[src/rtl/clock_tap_monitor.sv]
// clock_tap_monitor: pipelined one-hot tap encoder, legality check and settle FSM for the delay-line tap bus.
// Define CLOCK_TAP_HIST_EN to build tap_min/tap_max/move_cnt history; otherwise those outputs are tied to 0.
module clock_tap_monitor #(
  parameter int WIDTH         = 512,
  parameter int TAP_W         = 9,
  parameter int STABLE_CYCLES = 1024,
  parameter int CNT_W         = 16
) (
  input  logic             clk,
  input  logic             resetn,
  input  logic [WIDTH-1:0] en,
  input  logic [2:0]       status,
  input  logic             clear,
  output logic [TAP_W-1:0] tap,
  output logic             tap_valid,
  output logic             onehot_err,
  output logic             settled,
  output logic             at_limit,
  output logic [TAP_W-1:0] tap_min,
  output logic [TAP_W-1:0] tap_max,
  output logic [CNT_W-1:0] move_cnt
);
  localparam int G = WIDTH / 32;
  localparam int GW = TAP_W - 5;
  localparam logic [31:0] DWELL_END = 32'(STABLE_CYCLES - 1);
  typedef enum logic [1:0] {WAIT_LOCK, TRACK, SETTLED} state_t;
  state_t state, state_nxt;
  logic [4:0] g_idx [G];
  logic [1:0] g_cnt [G];
  logic [4:0] s1_idx [G];
  logic [1:0] s1_cnt [G];
  logic [1:0] s1_st;
  logic [TAP_W-1:0] sel;
  logic [2:0] sum;
  logic legal, lock, moved, have_tap, stable, unused_top;
  logic [CNT_W-1:0] dwell, dwell_nxt;
  assign unused_top = status[0];
  always_comb begin
    for (int g = 0; g < G; g++) begin
      g_idx[g] = '0;
      g_cnt[g] = '0;
      for (int b = 0; b < 32; b++)
        if (en[g*32+b]) begin
          g_idx[g] = g_idx[g] | 5'(b);
          g_cnt[g] = (g_cnt[g] == 2'd0) ? 2'd1 : 2'd2;
        end
    end
  end
  always_ff @(posedge clk or negedge resetn)
    if (!resetn) begin
      for (int g = 0; g < G; g++) begin
        s1_idx[g] <= '0;
        s1_cnt[g] <= '0;
      end
      s1_st <= '0;
    end else begin
      s1_idx <= g_idx;
      s1_cnt <= g_cnt;
      s1_st <= status[2:1];
    end
  always_comb begin
    sel = '0;
    sum = '0;
    for (int g = 0; g < G; g++) begin
      sel = sel | ((s1_cnt[g] != 2'd0) ? {GW'(g), s1_idx[g]} : '0);
      sum = ((sum + {1'b0, s1_cnt[g]}) > 3'd2) ? 3'd2 : sum + {1'b0, s1_cnt[g]};
    end
    legal = (sum == 3'd1);
  end
  // A move needs an earlier legal tap; the reset value of tap is not one.
  always_ff @(posedge clk or negedge resetn)
    if (!resetn) begin
      tap <= TAP_W'(WIDTH - 1);
      tap_valid <= 1'b0;
      onehot_err <= 1'b0;
      at_limit <= 1'b0;
      lock <= 1'b0;
      moved <= 1'b0;
      have_tap <= 1'b0;
    end else begin
      tap_valid <= legal;
      onehot_err <= !clear && (onehot_err || !legal);
      at_limit <= s1_st[0];
      lock <= s1_st[1];
      moved <= legal && have_tap && (sel != tap);
      if (legal) begin
        tap <= sel;
        have_tap <= 1'b1;
      end
    end
  always_ff @(posedge clk or negedge resetn)
    if (!resetn) begin
      state <= WAIT_LOCK;
      dwell <= '0;
    end else begin
      state <= state_nxt;
      dwell <= dwell_nxt;
    end
  always_comb begin
    state_nxt = state;
    dwell_nxt = dwell;
    stable = tap_valid && !moved;
    if (clear || !lock) begin
      state_nxt = WAIT_LOCK;
      dwell_nxt = '0;
    end else if (state == WAIT_LOCK) begin
      state_nxt = tap_valid ? TRACK : WAIT_LOCK;
      dwell_nxt = '0;
    end else if (!stable) begin
      state_nxt = TRACK;
      dwell_nxt = '0;
    end else if (state == TRACK) begin
      if (32'(dwell) == DWELL_END) state_nxt = SETTLED;
      else if (dwell != '1) dwell_nxt = dwell + 1'b1;
    end
  end
  assign settled = (state == SETTLED);
`ifdef CLOCK_TAP_HIST_EN
  always_ff @(posedge clk or negedge resetn)
    if (!resetn) begin
      tap_min <= '1;
      tap_max <= '0;
      move_cnt <= '0;
    end else if (clear) begin
      tap_min <= '1;
      tap_max <= '0;
      move_cnt <= '0;
    end else if (tap_valid) begin
      if (tap < tap_min) tap_min <= tap;
      if (tap > tap_max) tap_max <= tap;
      if (moved && move_cnt != '1) move_cnt <= move_cnt + 1'b1;
    end
`else
  assign tap_min = '0;
  assign tap_max = '0;
  assign move_cnt = '0;
`endif
endmodule

[config.mk]
export PLATFORM = sky130hd
export DESIGN_NAME = clock_tap_monitor
export DESIGN_NICKNAME = d
export VERILOG_FILES = /design/src/rtl/clock_tap_monitor.sv
export SDC_FILE = /design/constraint.sdc
export NUM_CORES = 1
export LEC_CHECK = 0
export CORE_AREA = 2 2 220 222
export CTS_CLUSTER_SIZE = 20
export DETAILED_ROUTE_END_ITERATION = 6
export DIE_AREA = 0 0 222 224
export PLACE_DENSITY = 0.89
export SYNTH_ARGS = -nofsm -noshare
export SYNTH_HDL_FRONTEND = slang
export SYNTH_SLANG_ARGS = --single-unit
[constraint.sdc]
create_clock -name clk -period 19.7 [get_ports clk]
set_input_delay 2.955 -clock clk [delete_from_list [all_inputs] [get_ports clk]]
set_output_delay 2.955 -clock clk [all_outputs]
set_load 0.02 [all_outputs]
==> flow_metrics.py, run 1 <==
metrics = {
    "pwr": {
        "clockPowerShare": 0.298,
        "p_leak_nw": 10.1,
        "p_sw_frac": 0.361,
        "powerDensity_mw_per_mm2": 35.7,
        "power_mw": 1.03,
        "ir_drop_uv": 77.8,
        "p_seq_frac": 0.296,
        "power.internal_mw": 0.661,
        "switchingPower_mw": 0.373,
        "pwr-share-comb": 0.406,
    },
    "floorplan": {
        "start_util": 0.486,
        "die_x_um": 222,
        "die_h_um": 224,
        "die-area_mm2": 0.0497,
        "io_pins": 565,
        "row_count": 80,
        "core_area_mm2": 0.0473,
    },
    "route": {
        "routedWlPerCell_um": 18.7,
        "ant_nets": 0,
        "vias": 27700,
        "drt_iter0_markers": 2551,
        "drcViolationCount": 0,
        "vias_per_cell": 6.47,
        "drt_pass1_iterations": 6,
        "drt_wl_total_mm": 80.0,
    },
    "global_route": {
        "grt_pass1_wl_mm": 127,
        "first_global_vias": 24800,
        "grt_antenna_before_repair": 3,
        "grt_max_degree": 99,
        "track_usage": 0.305,
        "overflow": 0,
    },
    "synthesis": {
        "synth_xor_area_frac": 0.0327,
        "ys_ff_latch": 147,
        "synth-simple-area-share": 0.376,
        "synth_warnings": 0,
        "synthAdderAreaFrac": 0.0557,
        "synth-compound-area-share": 0.298,
        "ys.flop_type": "dfrtp_1",
        "synth-seq-area-share": 0.160,
        "synth_mux_area_frac": 0.0165,
        "synth_area_mm2": 0.0230,
        "syn-mean-instance-area_um2": 7.08,
        "synth_edf_count": 0,
        "netlist_instances": 3250,
        "synth_cell_types": 103,
        "synthArstFlopShare": 1.00,
        "synth_top_family_by_area": "simple AND/OR/NAND/NOR gates",
    },
    "setup_path": {
        "timing.rr.end": "tap[8]",
        "crit_required_ps": 20040,
        "r2r-start": "s1_cnt[30]",
        "startpoint": "s1_cnt[30]",
        "slowest_stage": "nor3b_2",
        "cp-start-kind": "flop",
        "crit_fanout": 22,
        "r2r_cells": 62,
        "critPathBufInv": 13,
        "slowest_delay_ps": 970,
        "worst_ep_arrival_time_ps": 15220,
        "worstSetupPathType": "flop to flop",
        "cp_top_family": "adder cells",
        "r2r_setup_slack_ps": 4820,
        "end_kind": "flop",
    },
    "placed_design": {
        "dp_hpwl_mm": 65.4,
        "portBuffers": 529,
        "gp_congestion": 1.00,
        "placed_area_mm2": 0.0284,
        "dp_cells": 4248,
    },
    "sta": {
        "fin_setup_tns_ps": 0,
        "drv_slew": 0,
        "tightest_slew_ps": 1220,
        "setup_violations": 0,
        "max-slew-margin-rel": 0.183,
        "timing.final.crit_share": 0.755,
        "rsz0062_at_grt": "false",
        "max_freq_mhz": 67.2,
        "fin_skew_ps": 9.76,
        "hold_viol_final": 0,
        "fin_crit_ps": 14880,
    },
    "hold_path": {
        "min_from": "s1_st[0]",
        "hold_end": "at_limit",
        "min_path_type": "flop to flop",
        "whs_path_depth": 0,
    },
    "cts": {
        "clk_pin_slew_ps": 70,
        "post_cts_resized": 0,
        "clk_path_buf_depth": 2,
        "clk_latency_ps": 420,
        "cts_made_buffers": 17,
        "post_cts_buffers": 0,
        "root_buffer": "clkbuf_16",
        "htreeDepth": 4,
        "hold_buffers": 0,
        "clkSinkCount": 147,
        "cts_tree": "done",
    },
    "run": {
        "maxCapViolations": 0,
    },
    "run_status": {
        "status": "finished, final reports clean",
    },
    "final_layout": {
        "final_cells": 4282,
        "design_area_mm2": 0.0290,
        "fin_nets": 4233,
        "syn_to_final_growth_pct": 25.9,
        "drive_above_1_share": 0.0456,
    },
}
==> synth_stat cells, types with 52 or more instances <==
cell | number | share of area
nand4_1 | 91 | 0.025
or4_1 | 54 | 0.018
nor4_1 | 152 | 0.041
o21ai_0 | 168 | 0.037
nor3_1 | 166 | 0.036
nand2_1 | 191 | 0.031
clkbuf_1 | 135 | 0.022
or2_2 | 67 | 0.018
nor2_1 | 370 | 0.060
xor2_1 | 52 | 0.020
or3_1 | 65 | 0.018
a21oi_1 | 154 | 0.034
dfrtp_1 | 138 | 0.15
nand3_1 | 99 | 0.022
nand2b_1 | 59 | 0.016
inv_1 | 151 | 0.025
==> metal layers <==
metal  track usage  wire length [um]  vias to the layer above  share of wire
li1              -                 -                    13300              -
met1         0.389             33100                    12800           0.41
met3        0.0552              6580                      227          0.082
met2         0.506             37000                     1312           0.46
met5             0                10                        -        0.00012
met4         0.130              3360                        2          0.042
==> sequential cells by signal, summed over array words and instances, names as in the netlist <==
name and flops:
s1_cnt 32, moved 1, state 2, s1_idx 80, tap 9, dwell 16
lock 1, tap_valid 1, s1_st 2, have_tap 1, at_limit 1, onehot_err 1
==> layout by cell type (no fill, tap or decap), types with 33 or more instances in the layout <==
cell	n
a2111oi_0	36
a211o_1	37
a211oi_1	48
a21oi_1	154
a31oi_1	48
and2_1	43
and3_1	44
clkdlybuf4s50_1	528
conb_1	34
dfrtp_1	138
ha_1	48
inv_1	151
maj3_1	38
nand2_1	191
nand2b_1	59
nand3_1	99
nand4_1	91
nor2_1	370
nor2b_1	44
nor3_1	166
nor4_1	152
nor4b_1	33
o211ai_1	44
o21ai_0	168
o31ai_1	36
or2_2	67
or3_1	65
or4_1	54
xnor2_1	34
xor2_1	52
==> per-stage QoR <==
stage          hold WS [ps]   util  setup WS [ps]
2_1_floorplan           331      -           6130
3_3_place_gp            334  0.600           5290
3_5_place_dp            339  0.600           4940
4_1_cts                 358  0.612           4870
5_1_grt                 373  0.612           4050
6_report                361  0.612           4820
==> worst register-to-register path, delay by kind of cell (launching register included) <==
family,cells,cell delay (ps)
AO/OA/AOI/OAI,1,210
adder cells (fa/ha/maj),30,9150
buffers and inverters,13,900
flip-flops,1,420
AND/OR/NAND/NOR,18,4110
==> power by group through the flow <==
stage / sequential [mW] / combinational (mW) / clock (mW)
2_1_floorplan: 0.312 / 0.215 / 0
3_3_place_gp: 0.311 / 0.404 / 0
3_5_place_dp: 0.311 / 0.410 / 0
4_1_cts: 0.306 / 0.412 / 0.314
5_1_grt: 0.306 / 0.458 / 0.327
6_report: 0.306 / 0.420 / 0.308
==> layout make-up <==
cell class              instances  area, um^2
fillers                      4201       18400
multi-input cells            2804       18100
repair buffers                531        5310
flip-flops and latches        147        3690
well taps                     615         769
inverters                     151         567
clock buffers                  17         425
clock inverters                15         138
diodes                          2        5.00
==> kinds of logic (layout without fill, tap and decap cells) <==
kind of cell	Yosys count	count (layout)
and+or+nand+nor	1596	1596
AOI/OAI and AO/OA	950	950
buffers and inverters	332	714
DFF	147	147
adders and majority gates	101	101
xor gates and xnor gates	86	86
muxes	37	37
other	1	36
==> how the worst max path moves through the flow <==
stage                     endpoint  slack, ps  cells after the start
after floorplan             tap[0]       6130                     63
after global placement       moved       5290                     62
after detailed placement     moved       4940                     62
after CTS                    moved       4870                     62
after global routing        tap[8]       4050                     62
final                       tap[8]       4820                     62
(Power assumes the default switching activity.)
==> inputs of run 2 (changes only) <==
==> constraint.sdc (replaced) <==
create_clock -name clk -period 14.6 [get_ports clk]
set_input_delay 2.19 -clock clk [delete_from_list [all_inputs] [get_ports clk]]
set_output_delay 2.19 -clock clk [all_outputs]
set_load 0.02 [all_outputs]
==> flow_metrics.py, run 2 (synthesized netlist as in run 1, its figures left out) <==
metrics = {
    "final_layout": {
        "layout_common_cells": "clkdlybuf4s50_1 (528), nor2_1 (369), nand2_1 (191), o21ai_0 (168), nor3_1 (166)",
        "largest-register": "s1_idx",
        "syn_to_final_growth_pct": 26.4,
        "mostFrequentLayoutCell": "clkdlybuf4s50_1",
        "fill_cells": 4207,
        "biggestRegsByFlops": "s1_idx: 80 flops, s1_cnt: 32 flops, dwell: 16 flops",
        "largest_register_ffs": 80,
        "utilization": 0.614,
        "fin_nets": 4240,
        "drive_above_1_share": 0.0493,
    },
    "global_route": {
        "grt_max_degree": 76,
        "grt_antenna_before_repair": 2,
        "grt_pass1_wl_mm": 128,
        "overflow": 0,
        "track_usage": 0.309,
        "first_global_vias": 24900,
    },
    "run_status": {
        "status": "complete, but fails checks",
        "violations": "design-rule violations",
    },
    "cts": {
        "htreeDepth": 4,
        "clk_latency_ps": 430,
        "clk_pin_slew_ps": 60,
        "cts_made_buffers": 17,
        "clkSinkCount": 147,
        "clk_path_buf_depth": 2,
        "cts_tree": "done",
        "root_buffer": "clkbuf_16",
        "hold_buffers": 0,
    },
    "route": {
        "drt_pass1_iterations": 7,
        "vias_per_cell": 6.52,
        "drt_iter0_markers": 2558,
        "drt_wl_total_mm": 81.2,
        "vias": 28000,
        "ant_nets": 0,
        "drcViolationCount": 1,
        "routedWlPerCell_um": 18.9,
    },
    "sta": {
        "max-slew-margin-rel": 0.283,
        "tightest_slew_ps": 1060,
        "fin_crit_ps": 14020,
        "hold_viol_final": 0,
        "fin_ws_ps": 578,
        "setup_violations": 0,
        "hold_ws_ps": 353,
        "max_freq_mhz": 71.3,
        "drv_slew": 0,
        "fin_skew_ps": 9.71,
        "timing.final.crit_share": 0.960,
    },
    "setup_path": {
        "slowest_stage": "fa_1",
        "r2r-start": "s1_cnt[30]",
        "startpoint": "s1_cnt[30]",
        "slowest_delay_ps": 540,
        "crit_fanout": 11,
        "cp-start-kind": "flop",
        "crit_required_ps": 14970,
        "end_kind": "flop",
        "worstSetupPathType": "flop to flop",
        "worst_ep_arrival_time_ps": 14390,
    },
    "placed_design": {
        "gp_congestion": 1.00,
        "portBuffers": 529,
        "post-place-ws_ps": 426,
        "dp_hpwl_mm": 66.2,
    },
    "hold_path": {
        "min_path_type": "flop to flop",
        "min_from": "s1_st[0]",
    },
    "floorplan": {
        "die_h_um": 224,
        "core_area_mm2": 0.0473,
        "row_count": 80,
        "die-area_mm2": 0.0497,
        "io_pins": 565,
        "start_util": 0.486,
        "die_x_um": 222,
    },
    "run": {
        "maxCapViolations": 0,
    },
    "pwr": {
        "ir_drop_uv": 64.1,
        "p_leak_nw": 10.1,
        "powerDensity_mw_per_mm2": 48.6,
    },
}
[run 2: cell count changes in the layout (fill, tap and decap cells not counted), moves of 2 or more]
| cell | previous run | this run |
|---|---|---|
| and3_1 | 44 | 38 |
| and3_4 | 0 | 6 |
| buf_4 | 2 | 7 |
| clkinv_4 | 0 | 4 |
| inv_8 | 4 | 1 |
| bufinv_16 | 0 | 2 |
| clkbuf_1 | 0 | 2 |
| clkinvlp_4 | 3 | 1 |
| inv_6 | 5 | 3 |
[run 2: area by class of cell]
cell class                 count  area (um^2)  share of cell area
multi-input combinational   2804        18100               0.622
antenna                        1         2.50           0.0000861
timing repair buffer         538         5370               0.185
sequential                   147         3690               0.127
clock buffer                  19          433              0.0149
tap                          615          769              0.0265
clock inverter                13          150             0.00516
inverter                     151          567              0.0195
[run 2: timing repair]
action | in CTS | in global routing
gates resized for setup | 0 | 12
setup endpoints to repair | 0 | 13
setup buffers | 0 | 4
[run 2: per-layer routing]
| metal | up-vias | track usage | wire length (um) | share of wire |
|---|---|---|---|---|
| met1 | 12900 | 0.392 | 33400 | 0.41 |
| li1 | 13300 | - | - | - |
| met4 | 2 | 0.126 | 3270 | 0.040 |
| met2 | 1450 | 0.529 | 38200 | 0.47 |
| met5 | - | 0 | 16 | 0.00020 |
| met3 | 231 | 0.0451 | 6370 | 0.078 |
[run 2: path summary, 6_finish.rpt]
check,slack (ps),endpoint,cells after the start
min,350,at_limit,0
min in group asynchronous,1760,at_limit,1
min reg2reg,350,at_limit,0
max in group asynchronous,11420,s1_cnt[31],2
max,580,have_tap,62
max reg2reg,580,have_tap,62
[run 2: worst max-delay path, delay by kind of cell, from the launching register on]
family,cells,cell delay (ps)
simple gates,18,3150
fa+ha+maj,30,9500
buf+inv,14,890
flops,1,410
[run 2: power breakdown]
| part | total [mW] | internal, mW | switching (mW) |
|---|---|---|---|
| Combinational | 0.569 | 0.256 | 0.313 |
| Clock | 0.431 | 0.255 | 0.177 |
| Sequential | 0.413 | 0.411 | 0.00194 |
[run 2: stage by stage]
step,std cells,setup TNS [ps],cell area [um^2],power [mW]
2_1_floorplan,3283,0,23100,0.712
3_3_place_gp,4249,0,28400,0.966
3_5_place_dp,4249,0,28400,0.975
4_1_cts,4281,0,29000,1.41
5_1_grt,4288,-19.0,29100,1.49
6_report,4288,0,29100,1.41
